<file path="config.mk">
export PLATFORM = sky130hd
export DESIGN_NAME = cpa_prefix_pipe_flat
export DESIGN_NICKNAME = d
export VERILOG_FILES = /design/src/rtl/cpa_prefix_pipe_if.sv /design/src/rtl/cpa_prefix_pipe.sv /design/src/flat_wrapper.sv
export SDC_FILE = /design/constraint.sdc
export NUM_CORES = 1
export LEC_CHECK = 0
export CAP_MARGIN = 10
export CORE_MARGIN = 3
export CORE_UTILIZATION = 45
export DETAILED_ROUTE_END_ITERATION = 10
export GPL_TIMING_DRIVEN = 0
export PLACE_DENSITY = 0.79
export SLEW_MARGIN = 20
export SYNTH_ARGS = -nofsm -noshare
export SYNTH_HDL_FRONTEND = slang
export SYNTH_SLANG_ARGS = --single-unit
</file>
<file path="constraint.sdc">
create_clock -name clk -period 2 [get_ports clk]
set_input_delay 0.5 -clock clk [delete_from_list [all_inputs] [get_ports clk]]
set_output_delay 0.5 -clock clk [all_outputs]
set_load 0.03 [all_outputs]
</file>
<file path="src/rtl/cpa_prefix_pipe_if.sv">
// Operand/result handshake bundle for cpa_prefix_pipe.
// The ovf signal exists only when CPA_PIPE_OVF_EN is defined.
interface cpa_prefix_pipe_if #(
   parameter int unsigned BIT_LEN = 17
);
   logic               in_valid;
   logic               in_ready;
   logic [BIT_LEN-1:0] a;
   logic [BIT_LEN-1:0] b;
   logic               cin;
   logic               out_valid;
   logic               out_ready;
   logic [BIT_LEN-1:0] sum;
   logic               cout;
`ifdef CPA_PIPE_OVF_EN
   logic               ovf;

   modport master (
      output in_valid, a, b, cin, out_ready,
      input  in_ready, out_valid, sum, cout, ovf
   );
   modport slave (
      input  in_valid, a, b, cin, out_ready,
      output in_ready, out_valid, sum, cout, ovf
   );
`else
   modport master (
      output in_valid, a, b, cin, out_ready,
      input  in_ready, out_valid, sum, cout
   );
   modport slave (
      input  in_valid, a, b, cin, out_ready,
      output in_ready, out_valid, sum, cout
   );
`endif
endinterface

</file>
<file path="src/rtl/cpa_prefix_pipe.sv">
// Pipelined Kogge-Stone carry-propagate adder with valid/ready flow control.
// Define CPA_PIPE_OVF_EN to add the signed-overflow output ovf.
module cpa_prefix_pipe #(
   parameter int unsigned BIT_LEN   = 17,
   parameter int unsigned REG_EVERY = 2
) (
   input logic              clk,
   input logic              rst_n,
   cpa_prefix_pipe_if.slave bus
);
   localparam int unsigned LEVELS = $clog2(BIT_LEN);
   localparam int unsigned NSTAGE = 1 + (LEVELS + REG_EVERY - 1) / REG_EVERY;
   localparam int unsigned LAST   = NSTAGE - 1;

   // g/p hold the group generate/propagate so far; p0 is the original per-bit propagate.
   logic [BIT_LEN-1:0] g_q   [NSTAGE];
   logic [BIT_LEN-1:0] g_d   [NSTAGE];
   logic [BIT_LEN-1:0] p_q   [NSTAGE];
   logic [BIT_LEN-1:0] p_d   [NSTAGE];
   logic [BIT_LEN-1:0] p0_q  [NSTAGE];
   logic [BIT_LEN-1:0] p0_d  [NSTAGE];
   logic               cin_q [NSTAGE];
   logic               cin_d [NSTAGE];
   logic [NSTAGE-1:0]  valid_q;
   logic [NSTAGE-1:0]  valid_d;
   logic [NSTAGE-1:0]  ready;

   always_comb begin : ready_chain
      logic rdy;
      rdy = bus.out_ready;
      for (int s = int'(NSTAGE) - 1; s >= 0; s--) begin
         rdy      = !valid_q[s] || rdy;
         ready[s] = rdy;
      end
   end

   always_comb begin : valid_next
      valid_d[0] = ready[0] ? bus.in_valid : valid_q[0];
      for (int s = 1; s < int'(NSTAGE); s++) begin
         valid_d[s] = ready[s] ? valid_q[s-1] : valid_q[s];
      end
   end

   always_comb begin : datapath_next
      logic [BIT_LEN-1:0] cg;
      logic [BIT_LEN-1:0] cp;
      int                 k;
      int                 d;
      g_d   = '{default: '0};
      p_d   = '{default: '0};
      p0_d  = '{default: '0};
      cin_d = '{default: 1'b0};
      cg    = '0;
      cp    = '0;
      k     = 0;
      d     = 0;

      p_d[0]      = bus.a ^ bus.b;
      g_d[0]      = bus.a & bus.b;
      g_d[0][0]   = (bus.a[0] & bus.b[0]) | (p_d[0][0] & bus.cin);
      p0_d[0]     = p_d[0];
      cin_d[0]    = bus.cin;

      for (int s = 1; s < int'(NSTAGE); s++) begin
         cg = g_q[s-1];
         cp = p_q[s-1];
         for (int j = 1; j <= int'(REG_EVERY); j++) begin
            k = (s - 1) * int'(REG_EVERY) + j;
            if (k <= int'(LEVELS)) begin
               d = 1 << (k - 1);
               // Walk downward so bit i-d still holds the previous level's value.
               for (int i = int'(BIT_LEN) - 1; i >= 1; i--) begin
                  if (i >= d) begin
                     cg[i] = cg[i] | (cp[i] & cg[i-d]);
                     cp[i] = cp[i] & cp[i-d];
                  end
               end
            end
         end
         g_d[s]   = cg;
         p_d[s]   = cp;
         p0_d[s]  = p0_q[s-1];
         cin_d[s] = cin_q[s-1];
      end
   end

   always_ff @(posedge clk) begin
      if (!rst_n) begin
         valid_q <= '0;
      end else begin
         valid_q <= valid_d;
      end
   end

   always_ff @(posedge clk) begin
      for (int s = 0; s < int'(NSTAGE); s++) begin
         if (ready[s]) begin
            g_q[s]   <= g_d[s];
            p_q[s]   <= p_d[s];
            p0_q[s]  <= p0_d[s];
            cin_q[s] <= cin_d[s];
         end
      end
   end

   assign bus.in_ready  = ready[0];
   assign bus.out_valid = valid_q[LAST];
   assign bus.sum       = p0_q[LAST] ^ {g_q[LAST][BIT_LEN-2:0], cin_q[LAST]};
   assign bus.cout      = g_q[LAST][BIT_LEN-1];
`ifdef CPA_PIPE_OVF_EN
   assign bus.ovf       = g_q[LAST][BIT_LEN-2] ^ g_q[LAST][BIT_LEN-1];
`endif
endmodule
</file>
<file path="src/flat_wrapper.sv">
// flat-port wrapper written by rule: the top's interface ports become plain ports
module cpa_prefix_pipe_flat 
#(
   parameter int unsigned BIT_LEN   = 17,
   parameter int unsigned REG_EVERY = 2
)
  (clk, rst_n, bus_in_valid, bus_a, bus_b, bus_cin, bus_out_ready, bus_in_ready, bus_out_valid, bus_sum, bus_cout);
  cpa_prefix_pipe_if #(.BIT_LEN(BIT_LEN)) bus_i ();
  input logic clk;
  input logic rst_n;
  input wire logic [$bits(bus_i.in_valid)-1:0] bus_in_valid;
  input wire logic [$bits(bus_i.a)-1:0] bus_a;
  input wire logic [$bits(bus_i.b)-1:0] bus_b;
  input wire logic [$bits(bus_i.cin)-1:0] bus_cin;
  input wire logic [$bits(bus_i.out_ready)-1:0] bus_out_ready;
  output wire logic [$bits(bus_i.in_ready)-1:0] bus_in_ready;
  output wire logic [$bits(bus_i.out_valid)-1:0] bus_out_valid;
  output wire logic [$bits(bus_i.sum)-1:0] bus_sum;
  output wire logic [$bits(bus_i.cout)-1:0] bus_cout;
  assign bus_i.in_valid = bus_in_valid;
  assign bus_i.a = bus_a;
  assign bus_i.b = bus_b;
  assign bus_i.cin = bus_cin;
  assign bus_i.out_ready = bus_out_ready;
  assign bus_in_ready = bus_i.in_ready;
  assign bus_out_valid = bus_i.out_valid;
  assign bus_sum = bus_i.sum;
  assign bus_cout = bus_i.cout;
  cpa_prefix_pipe #(.BIT_LEN(BIT_LEN), .REG_EVERY(REG_EVERY)) u_core (.clk(clk), .rst_n(rst_n), .bus(bus_i));
endmodule
</file>
==> results.toml, run 1 <==
[synthesis]
ys_types = 18
synth_area_mm2 = 0.00558
ys_warn_count = 0
ys_seq_area_frac = 0.842
syn_avg_cell_area_um2 = 19.4
synth_top_area_share = 0.828
synth_fp_nets = 344
synth-seq-cells = 158
yosys.area.top_type = "edfxtp_1"
synth.area.top_cells = "edfxtp_1, ha_1, xor2_1"
synthCells = 288

[worst_setup_path]
cp.arrival_ns = 1.44
path_class = "in2out"
required_ns = 1.50
crit_path_end_kind = "output pin"
startpoint_type = "input pin"
cp_max_fo = 12

[routing]
route.met3.wl_um = 436
wl_mm = 8.64
routed.top_layer = "met4"
wl_met1_mm = 3.55
drc = 0
drt-pass1-iter-count = 4
wire_per_inst_um = 15.5
vias = 2666
vias_per_cell = 4.79
met2WireLength_mm = 4.43
ant_nets = 0
drtIter0Drc = 205

[clocking]
cts_hold_buf = 0
root_buffer = "clkbuf_16"
numCtsBuffers = 17
clock-sinks = 158
cts.clk_slew.worst_paths_ns = 0.05
htreeDepth = 4
cts_tree = "done"
worstSkewPairLatency_ns = 0.41
clockBufferDepth = 2

[pwr]
swShare = 0.203
clkPwrFrac = 0.413
p_leak_nw = 2.81
p_sw_mw = 1.65
internal_power_mw = 6.45
pwr-share-comb = 0.072
peakVddDrop_v = 0.000645
power_density_mw_per_mm2 = 1140
p_seq_frac = 0.514

[floorplanning]
dieArea_mm2 = 0.0138
coreArea_mm2 = 0.0121
initial_core_util = 0.463
die_y_um = 117
rows = 40
ios = 59
die_x_um = 117

[run_status]
status = "finished, final reports clean"

[global_routing]
grt_use_total = 0.131
first_global_vias = 2779
grt_pass1_wl_mm = 13.7
grt_start_max_net_pins = 50
antenna_found_initial = 0
overflow = 0

[layout]
n_fill_cell = 866
final_core_util = 0.588
mostFrequentLayoutCells = "edfxtp_1, clkdlybuf4s50_1, dlygate4sd2_1"
layout.nets = 432
area_growth_pct = 26.9
n_antenna_cell = 0
drive_above_1_share = 0.131
final_common_cell = "edfxtp_1"

[timing]
timing.slew.headroom = 0.332
fmax_mhz = 515
skew_ns = 0.00938
tightest_slew_ns = 1.00
final.min_clock_period_ns = 1.94
holdWs_ns = 0.415
grt_setup_unrepaired = "false"
period_share = 0.970
slew_violations = 0
setup_violations = 0
timing_hold_violations_final = 0
fin_tns_setup_ns = 0
layout_setup_ws_ns = 0.0597

[placed_design]
port_buffers = 58
place_hpwl_mm = 5.36
dp_slack_ns = -1.17
place.gp.congestion = 0.822

[hold_path]
hold_path.class = "reg2reg"

[run]
maxCapViolations = 0
-- power by group through the flow --
| stage | Combinational [mW] | Sequential, mW | Clock [mW] |
|---|---|---|---|
| finish | 0.584 | 4.16 | 3.35 |
| global route | 0.637 | 4.19 | 3.56 |
| CTS | 0.591 | 4.16 | 3.38 |
| detailed placement | 0.641 | 4.22 | 0 |
| global placement | 0.630 | 4.20 | 0 |
| floorplan | 0.338 | 4.17 | 0 |
-- path summary, 6_finish.rpt --
| kind | slack, ns | from | cells after the start | to |
|---|---|---|---|---|
| worst max register to register | 0.14 | u_core.valid_q[3] | 3 | u_core.p0_q[1][10] |
| worst max-delay path | 0.06 | bus_out_ready | 4 | bus_in_ready |
| worst min register to register | 0.42 | u_core.p0_q[2][16] | 0 | u_core.p0_q[3][16] |
| worst min-delay path | 0.42 | u_core.p0_q[2][16] | 0 | u_core.p0_q[3][16] |
-- state kept, by name (all words and copies together), names as in the netlist --
signal          cells
u_core.p_q         31
u_core.p0_q        51
u_core.g_q         68
u_core.cin_q        4
u_core.valid_q      4
-- cells by family (layout without fill, tap and decap cells) --
kind of cell | Yosys count | in the layout | synth area share
XOR/XNOR | 17 | 17 | 0.0267
AND/OR/NAND/NOR | 36 | 37 | 0.0285
flip-flops | 158 | 158 | 0.842
buffers and inverters | 4 | 103 | 0.00269
adder cells (fa/ha/maj) | 17 | 17 | 0.0381
AO/OA/AOI/OAI | 56 | 56 | 0.0616
-- layout make-up --
class                           instances  area (µm²)  area share
Clock buffer                           19         433      0.0611
Clock inverter                         12         193      0.0272
Timing Repair Buffer                   68         633      0.0893
Multi-Input combinational cell        127         895       0.126
Tap cell                              168         210      0.0297
Sequential cell                       158        4700       0.664
Inverter                                4        18.8     0.00265
-- what timing repair did --
item                       CTS  global route
buffers inserted             1             9
resized for setup           30             0
pin swaps                    1             0
setup endpoints to repair   54             1
gates cloned                 1             0
-- cells in the mapped netlist --
cell      number
and3b_2        1
dfxtp_1        4
nor2_1        13
and4_1         1
o21a_1         3
nand2_1       19
xor2_1        17
edfxtp_1     154
a31o_2         4
a21oi_1       18
ha_1          17
o21ai_2        1
inv_2          1
o21ai_0       15
inv_1          3
and2b_2        1
and4b_2        1
a21o_1        15
-- through the flow --
| stage | power, mW | instances | cell area, µm² |
|---|---|---|---|
| after floorplan | 4.51 | 288 | 5590 |
| after global placement | 4.83 | 514 | 6380 |
| after detailed placement | 4.86 | 514 | 6380 |
| after CTS | 8.13 | 547 | 7020 |
| after global routing | 8.39 | 556 | 7090 |
| final | 8.09 | 556 | 7090 |
-- critical path, cell delays in order --
cell and delay, ns:
dlygate4sd2_1 0.28, and4b_4 0.39, nand2_8 0.10, buf_6 0.17
-- layer usage --
| layer | vias to the layer above | global-route usage |
|---|---|---|
| met3 | 22 | 0.0391 |
| met4 | 0 | 0.0696 |
| met2 | 95 | 0.215 |
| met1 | 1257 | 0.156 |
| li1 | 1292 | - |
| met5 | - | 0 |
(Power assumes the default switching activity.)
==> inputs of run 2 (changes only) <==
- SKIP_CTS_REPAIR_TIMING: unset -> 1
==> run 2 against run 1 <==
Net effect:
- the run now ends with setup timing left
- combinational power increased by 6.8%
- critical path depth is the same
- sequential power about the same
- power up 0.49%
- via count fell by 0.86%
- core utilization about the same
- final cell count shrank 1.4%
- first-iteration DRC count rose by 9.3%
- routed wire length fell by 3.2%
- clock power is essentially flat
- critical endpoint unchanged
- largest cell class unchanged
- largest power group unchanged
==> results.toml, run 2 (synthesis gave the netlist of run 1 again) <==
[run_status]
status = "finished, violations left"
violations = "setup timing"

[timing]
timing.slew.headroom = 0.526
slew_violations = 0
final.min_clock_period_ns = 2.23
skew_ns = 0.00829
layout_setup_ws_ns = -0.227
period_share = 1.11
timing_hold_violations_final = 0
fin_tns_setup_ns = -0.227
setup_violations = 1
grt_setup_unrepaired = "true"
tightest_slew_ns = 0.710
fmax_mhz = 449

[layout]
area_growth_pct = 26.9
reg_top3 = "u_core.g_q: 68 flops, u_core.p0_q: 51 flops, u_core.p_q: 31 flops"
n_antenna_cell = 0
mostFrequentLayoutCells = "edfxtp_1, clkdlybuf4s50_1, a21oi_1, nand2_1, dlymetal6s2s_1"
n_fill_cell = 859
layout.nets = 424
final_core_util = 0.588
largest_reg_flops = 68
regMostFlops = "u_core.g_q"
final_common_cell = "edfxtp_1"
drive_above_1_share = 0.113
final_area_mm2 = 0.00709

[worst_setup_path]
crit_slowest_cell = "clkdlybuf4s50_1"
path_buf_inv = 2
cp.arrival_ns = 1.73
crit_path_end_kind = "output pin"
slowest_delay_ns = 0.46
cp_max_fo = 18
crit_chain = "clkdlybuf4s50_1 -> and4b_4 -> nand2_8 -> buf_2"
required_ns = 1.50
startpoint_type = "input pin"
path_class = "in2out"
cpLargestDelayFamily = "buffers and inverters"

[floorplanning]
ios = 59
rows = 40
initial_core_util = 0.463
dieArea_mm2 = 0.0138
coreArea_mm2 = 0.0121
die_x_um = 117
die_y_um = 117

[routing]
vias_per_cell = 4.82
drt-pass1-iter-count = 4
drtIter0Drc = 224
wl_mm = 8.36
vias = 2643
drc = 0
ant_nets = 0
wire_per_inst_um = 15.3

[placed_design]
port_buffers = 58
place.gp.congestion = 0.822
place_hpwl_mm = 5.36
placed_cell_area_mm2 = 0.00638

[clocking]
worstSkewPairLatency_ns = 0.41
clockBufferDepth = 2
cts.clk_slew.worst_paths_ns = 0.05
root_buffer = "clkbuf_16"
clock-sinks = 158
htreeDepth = 4
numCtsBuffers = 17
cts_tree = "done"

[pwr]
p_leak_nw = 2.92
power_density_mw_per_mm2 = 1150
finalPower_mw = 8.13
peakVddDrop_v = 0.000650

[run]
maxCapViolations = 0

[global_routing]
grt_start_max_net_pins = 50
grt_use_total = 0.125
overflow = 0
antenna_found_initial = 0
first_global_vias = 2720
grt_pass1_wl_mm = 13.3

[hold_path]
hold_path.class = "reg2reg"
-- run 2: per-stage QoR --
| step | instances | hold WS (ns) | setup WS [ns] |
|---|---|---|---|
| 2_1_floorplan | 288 | 0.400 | 0.199 |
| 3_3_place_gp | 514 | 0.401 | -1.12 |
| 3_5_place_dp | 514 | 0.405 | -1.17 |
| 4_1_cts | 545 | 0.414 | -1.19 |
| 5_1_grt | 548 | 0.419 | -0.274 |
| 6_report | 548 | 0.414 | -0.227 |
-- run 2: layout make-up --
type / instances / area (µm²) / area share
inverters: 4 / 17.5 / 0.00247
multi-input cells: 127 / 895 / 0.126
repair buffers: 60 / 636 / 0.0897
well taps: 168 / 210 / 0.0297
clock inverters: 12 / 193 / 0.0272
flip-flops and latches: 158 / 4700 / 0.664
clock buffers: 19 / 433 / 0.0611
-- run 2: final timing paths --
path	startpoint	cells after the start	slack (ns)	endpoint
max reg2reg	u_core.valid_q[2]	3	0.47	u_core.p_q[1][13]
max	bus_out_ready	4	-0.23	bus_in_ready
min reg2reg	u_core.g_q[2][1]	0	0.41	u_core.g_q[3][1]
min	u_core.g_q[2][1]	0	0.41	u_core.g_q[3][1]
-- run 2: power by group --
part	leakage, nW	internal (mW)	switching (mW)
combinational	0.901	0.289	0.335
clock	0.302	2.20	1.15
sequential	1.72	4.00	0.157
total	2.92	6.49	1.64
-- run 2: metal layers --
layer | routed length, µm | global-route usage | vias up
met4 | 203 | 0.0660 | 0
met5 | 0 | 0 | -
met2 | 4270 | 0.205 | 89
li1 | - | - | 1282
met1 | 3490 | 0.150 | 1252
met3 | 401 | 0.0381 | 20
